`src/rtl/led_scanner.sv`:
```
// LED scanner output stage: moves a head across NLEDS LEDs (bounce or
// wrap), leaves a decaying brightness tail, and renders each LED's
// brightness with a shared free-running PWM counter.
module led_scanner #(
  parameter int NLEDS       = 8,
  parameter int PWM_BITS    = 8,
  parameter int DECAY_SHIFT = 1
) (
  input  logic                     i_clk,
  input  logic                     i_reset,
  input  logic                     i_step,
  input  logic                     i_enable,
  input  logic                     i_mode,
  output logic [NLEDS-1:0]         o_leds,
  output logic [$clog2(NLEDS)-1:0] o_pos,
  output logic                     o_dir
);

  localparam int POS_W = $clog2(NLEDS);

  localparam logic [PWM_BITS-1:0] MAX         = '1;
  localparam logic [POS_W-1:0]    LAST_POS    = POS_W'(NLEDS - 1);
  localparam logic [POS_W-1:0]    BEFORE_LAST = POS_W'(NLEDS - 2);
  localparam logic [POS_W-1:0]    POS_ONE     = POS_W'(1);

  localparam logic MODE_BOUNCE = 1'b0;
  localparam logic DIR_UP      = 1'b0;
  localparam logic DIR_DOWN    = 1'b1;

  logic [POS_W-1:0]    pos;
  logic                dir;
  logic [PWM_BITS-1:0] pwm_cnt;
  logic [PWM_BITS-1:0] bright [NLEDS];

  logic [POS_W-1:0]    next_pos;
  logic                next_dir;
  logic [NLEDS-1:0]    led_cmp;

  // Head movement for the next accepted step, selected by the pattern mode.
  always_comb begin
    // NOTE: every output of a combinational block gets a default first,
    // so no path through the if/else can leave it unassigned and infer a latch.
    next_pos = pos;
    next_dir = dir;
    if (i_mode == MODE_BOUNCE) begin
      if (dir == DIR_UP) begin
        if (pos == LAST_POS) begin
          next_pos = BEFORE_LAST;
          next_dir = DIR_DOWN;
        end else begin
          next_pos = pos + POS_ONE;
        end
      end else begin
        if (pos == '0) begin
          next_pos = POS_ONE;
          next_dir = DIR_UP;
        end else begin
          next_pos = pos - POS_ONE;
        end
      end
    end else begin
      // Wrap always rotates upward, whatever direction bounce left behind.
      next_dir = DIR_UP;
      next_pos = (pos == LAST_POS) ? '0 : pos + POS_ONE;
    end
  end

  // Per-LED unsigned PWM compare against the shared counter.
  always_comb begin
    led_cmp = '0;
    for (int k = 0; k < NLEDS; k++) begin
      led_cmp[k] = (bright[k] > pwm_cnt);
    end
  end

  // Scanner state, PWM counter and registered LED drive.
  always_ff @(posedge i_clk) begin
    // NOTE: sequential state uses non-blocking assignments only, so every
    // register samples the pre-edge values of the others.
    if (i_reset) begin
      pos     <= '0;
      dir     <= DIR_UP;
      pwm_cnt <= '0;
      o_leds  <= '0;
      // NOTE: the brightness array is a handful of flops, not a RAM, and the
      // head must be lit right after reset, so every entry is reset.
      for (int k = 0; k < NLEDS; k++) begin
        bright[k] <= (k == 0) ? MAX : '0;
      end
    end else if (i_enable) begin
      pwm_cnt <= pwm_cnt + 1'b1;
      o_leds  <= led_cmp;
      if (i_step) begin
        pos <= next_pos;
        dir <= next_dir;
        // Decay the whole tail; the new head position overrides its decay.
        for (int k = 0; k < NLEDS; k++) begin
          bright[k] <= (POS_W'(k) == next_pos) ? MAX : (bright[k] >> DECAY_SHIFT);
        end
      end
    end else begin
      // Frozen: state holds, LEDs blank.
      o_leds <= '0;
    end
  end

  assign o_pos = pos;
  assign o_dir = dir;

endmodule

```
`config.mk`:
```
export PLATFORM = sky130hd
export DESIGN_NAME = led_scanner
export DESIGN_NICKNAME = d
export VERILOG_FILES = /design/src/rtl/led_scanner.sv
export SDC_FILE = /design/constraint.sdc
export NUM_CORES = 1
export LEC_CHECK = 0
export CORE_ASPECT_RATIO = 1.5
export CORE_MARGIN = 2
export CORE_UTILIZATION = 40
export CTS_CLUSTER_DIAMETER = 30
export DETAILED_ROUTE_END_ITERATION = 10
export PLACE_DENSITY = 0.54
export SYNTH_ARGS = -nofsm -noshare
export SYNTH_HDL_FRONTEND = slang
export SYNTH_SLANG_ARGS = --single-unit
```
`constraint.sdc`:
```
create_clock -name i_clk -period 4.2 [get_ports i_clk]
set_input_delay 1.26 -clock i_clk [delete_from_list [all_inputs] [get_ports i_clk]]
set_output_delay 1.26 -clock i_clk [all_outputs]
set_load 0.01 [all_outputs]
```
======== Yosys cells after proc, flatten, opt, wreduce, memory -nomap -nowiden ========
Memory sizes are Yosys's and may differ from the RTL's.
Index checks and enable logic that the tools add are counted.
storage, ports and cells
  flip-flop bits (word level) ............. 20
  RAM bits ................................ 64
  input port bits ......................... 5
  word-level logic and storage cells ...... 68
  memories kept ........................... 1
memory list
  memory  depth  width  read ports  clocked after memory_dff  wr ports  line  RTL
  bright  8      8      8           0                         8         33    logic [PWM_BITS-1:0] bright [NLEDS];
cells by class
  add/subtract/negate cells ............... 3
  magnitude comparators ................... 8
  equal/unequal tests ..................... 8
  multiplexer cells ....................... 31
  bitwise logic cells ..................... 9
  reductions and logical operators ........ 4
operators with widths
  kind                                                count
  2-to-1 mux 8 bit                                    16
  > comparator 8 bit                                  8
  2-to-1 mux 3 bit                                    5
  equality test 3 bit, first input constant           4
  2-to-1 mux 1 bit                                    10
  adder 8 x 1 -> 8 bit, second input constant         1
  bitwise OR 1 bit                                    8
  equality test 2 x 3 -> 1 bit, first input constant  2
  zero test 3 bit                                     2
  adder 3 x 1 -> 3 bit, second input constant         1
  equality test 1 x 3 -> 1 bit, first input constant  1
  equality test 3 bit, second input constant          1
  subtractor 3 x 1 -> 3 bit, second input constant    1
  AND reduction 2 bit                                 1
  OR reduction 2 bit                                  1
  NOT 1 bit                                           1

======== Logic depth before layout (Yosys ltp) ========
  depth after elaboration ................. 7
  gate-level depth with buffers ........... 8
  depth with buffers taken out ............ 8

======== Worst setup path before layout ========
Ideal clock, no wire load.
  kind .................................... input-to-reg
  start point ............................. input port i_enable
  end point ............................... memory bright[0][0], enable pin
  setup time .............................. 0.420 ns
  data arrival time ....................... 2.810 ns
  data required time ...................... 3.780 ns
  path slack .............................. 0.970 ns
  stages .................................. 3
  buffers on the path ..................... 1
  path through ............................ buf_2 > a21oi_1 > inv_1
RTL lines
  item             line  RTL
  start, declared  12    input logic i_enable,
  end, declared    33

==> run_results.csv <==
group,metric,value,unit
sta,fin_hold_ws,490,ps
route,routed_wire_length,10.1,mm
clock_network,cts_hold_buf,0,
power,report.power.total,1990,µW
placed_design,numPortBuffers,16,
route,route.detailed.drc,0,
sta,timing_hold_violations_final,0,
grt,number_of_global_route_vias_before_repair,3311,
logic_synthesis,post_synthesis_area_per_instance,11.4,µm²
layout,layout.cells.most_common_list,"ha_1, edfxtp_1, o21ai_0, inv_1, a21o_1",
critical_path,cp_capture_type,"register",
layout,finish.net_count,520,
sta,timing.final.setup_violations,0,
layout,fill_cells,1125,
layout,antenna-diode-count,0,
layout,finish.cell_count_without_fillers,602,
logic_synthesis,synth.distinct_cells,31,
sta,clock_period_minus_worst_slack,3100,ps
grt,largest_net_degree_at_the_start_of_global_routing,44,
clock_network,post_cts.resized_instances,0,
floorplanning,initial_core_util,0.406,
clock_network,clock-root-buffer,"clkbuf_16",
power,vdd_ir_drop_max,0.187,mV
floorplanning,floorplan.die.width,93.7,µm
clock_network,cts_buffers,9,
power,cellPowerDensity,364,nW/µm²
grt,initial_antenna_violation_count,0,
placed_design,post-place-cells,586,
clock_network,cts_htree_levels,3,
grt,globalRouteOverflowTotal,0,
sta,finalMaxSlewViolations,0,
job,timing.max_cap.violations,0,
run_status,status,"complete, no violations",
critical_path,worst-path-buf-inv,1,
sta,final.setup.tns,0,ps
critical_path,worstSetupPathType,"input port to register",
logic_synthesis,ys_seq_area_frac,0.481,
critical_path,timing.critical_path.arrival,3180,ps
min_path,worst_hold_path_type,"register to register",
layout,multi_input_comb_area,2320,µm²
route,average_wire_length_per_cell_after_detail_routing,16.7,µm
critical_path,critPathRequiredTime,4280,ps
floorplanning,design.die.area,13000,µm²
logic_synthesis,synth_cells,422,
critical_path,path_max_fanout,9,
placed_design,detailedPlacementHpwl,6.80,mm
logic_synthesis,yosys_warnings,0,
sta,fin_crit_sh,0.737,
sta,layout_setup_ws,1100,ps
sta,tightest_slew,730,ps
floorplanning,num_io_pins,17,
layout,area.growth.synth_to_final,13.5,%
clock_network,clock_latency,340,ps
logic_synthesis,syn_area,4830,µm²
power,cellLeakagePower,0.00239,µW
sta,worst_slew_margin_rel,0.513,
clock_network,cts_setup_buffers,0,
clock_network,tritoncts,"built",
clock_network,cts_buffer_depth,2,
sta,clock-skew-final,3.75,ps
critical_path,worst_setup_path_start_kind,"input port",
clock_network,clk_transition_reported_paths,60,ps
critical_path,stage_delay_of_the_slowest_cell_on_the_critical_path,710,ps
route,avgViaCountPerCell,5.28,
route,antenna_left,0,
route,dr.pass1.iters,5,
layout,final_common_cell,"ha_1",
clock_network,tritoncts_num_sinks,84,
layout,final_layout_size_suffix_gt1_frac,0.0624,
placed_design,place.gp.congestion,0.724,
placed_design,place_worst_setup_slack,732,ps
route,dr_total_vias,3177,
layout,seqCellArea,2320,µm²
floorplanning,chipHeight,139,µm
floorplanning,cell_row_count,49,
floorplanning,floorplan.core_area,11900,µm²
critical_path,crit_chain,"clkdlybuf4s50_1, o31ai_4, nor3_1, or3_1",
sta,grt_setup_unrepaired,"false",
grt,grtUsageTotal,0.168,
critical_path,worst_path_max_delay_cell,"o31ai_4",
sta,fmaxAchievable,323,MHz
critical_path,crit_family,"compound AO/OA/AOI/OAI gates",
logic_synthesis,synth_fp_nets,498,
grt,grt_pass1_wl,16.7,mm
route,drt-initial-drc-count,154,
logic_synthesis,synth-seq-cells,84,
[cell usage after synthesis, drive strengths merged]
cell type	number	area share
ha	71	0.18
edfxtp	64	0.40
o21ai	43	0.045
inv	38	0.030
a21o	36	0.056
a21oi	35	0.037
dfxtp	20	0.083
nor2	18	0.014
and4	16	0.029
nand2	15	0.012
nor2b	11	0.014
clkbuf	8	0.0062
o21a	8	0.012
or3	8	0.010
xnor2	6	0.011
nor4b	4	0.020
nand2b	3	0.0039
buf	2	0.0021
mux2i	2	0.0041
nand4	2	0.0026
nand4b	2	0.0036
nor3	2	0.0021
nor4	2	0.0057
a22oi	1	0.0044
nand3b	1	0.0016
o21bai	1	0.0016
o22ai	1	0.0013
o31ai	1	0.0044
or4	1	0.0016
[cell families (layout without fill, tap and decap cells)]
kind of cell             after synthesis  after routing  share of synthesized area
buffers and inverters                 48             75                     0.0379
AND/OR/NAND/NOR                       85             85                      0.120
adder cells (fa/ha/maj)               71             71                      0.184
flip-flops                            84             84                      0.481
XOR/XNOR                               6              6                     0.0109
AO/OA/AOI/OAI                        126            126                      0.162
multiplexers                           2              2                    0.00415
[flip-flops by register name, summed over array words and instances, names as in the netlist]
| signal | flops |
|---|---|
| bright | 64 |
| o_dir | 1 |
| o_leds | 8 |
| o_pos | 3 |
| pwm_cnt | 8 |
[final timing paths]
kind | slack (ps) | start | cells past startpoint | to
worst min register to register | 490 | pwm_cnt[5] | 2 | pwm_cnt[5]
worst max register to register | 1590 | o_pos[0] | 8 | bright[0][2]
worst max-delay path | 1100 | i_mode | 4 | bright[0][2]
worst min-delay path | 490 | pwm_cnt[5] | 2 | pwm_cnt[5]
[area by class of cell]
type	instances	share of cell area
clock buffers	12	0.0432
well taps	153	0.0350
flip-flops and latches	84	0.424
inverters	38	0.0260
clock inverters	4	0.00914
multi-input cells	290	0.424
repair buffers	21	0.0384
[through the flow]
| stage | utilization | cell area [µm²] |
|---|---|---|
| after global routing | 0.460 | 5480 |
| after global placement | 0.436 | 5190 |
| final | 0.460 | 5480 |
| after detailed placement | 0.436 | 5190 |
| after floorplan | - | 4830 |
| after CTS | 0.460 | 5480 |
[tightest hold or removal path, cell delays in order (launching register included)]
cell and delay (ps):
dfxtp_1 320, o21ai_0 70, a21oi_1 60
[power breakdown]
part / internal (µW) / switching, µW
registers: 948 / 29.9
logic: 108 / 131
clock network: 460 / 316
[routing by layer]
layer	vias up	wire length (µm)	track usage
met4	0	156	0.0534
met5	-	0	0
met1	1523	4180	0.183
li1	1609	-	-
met3	12	193	0.0316
met2	33	5550	0.318
(Power assumes the default switching activity.)
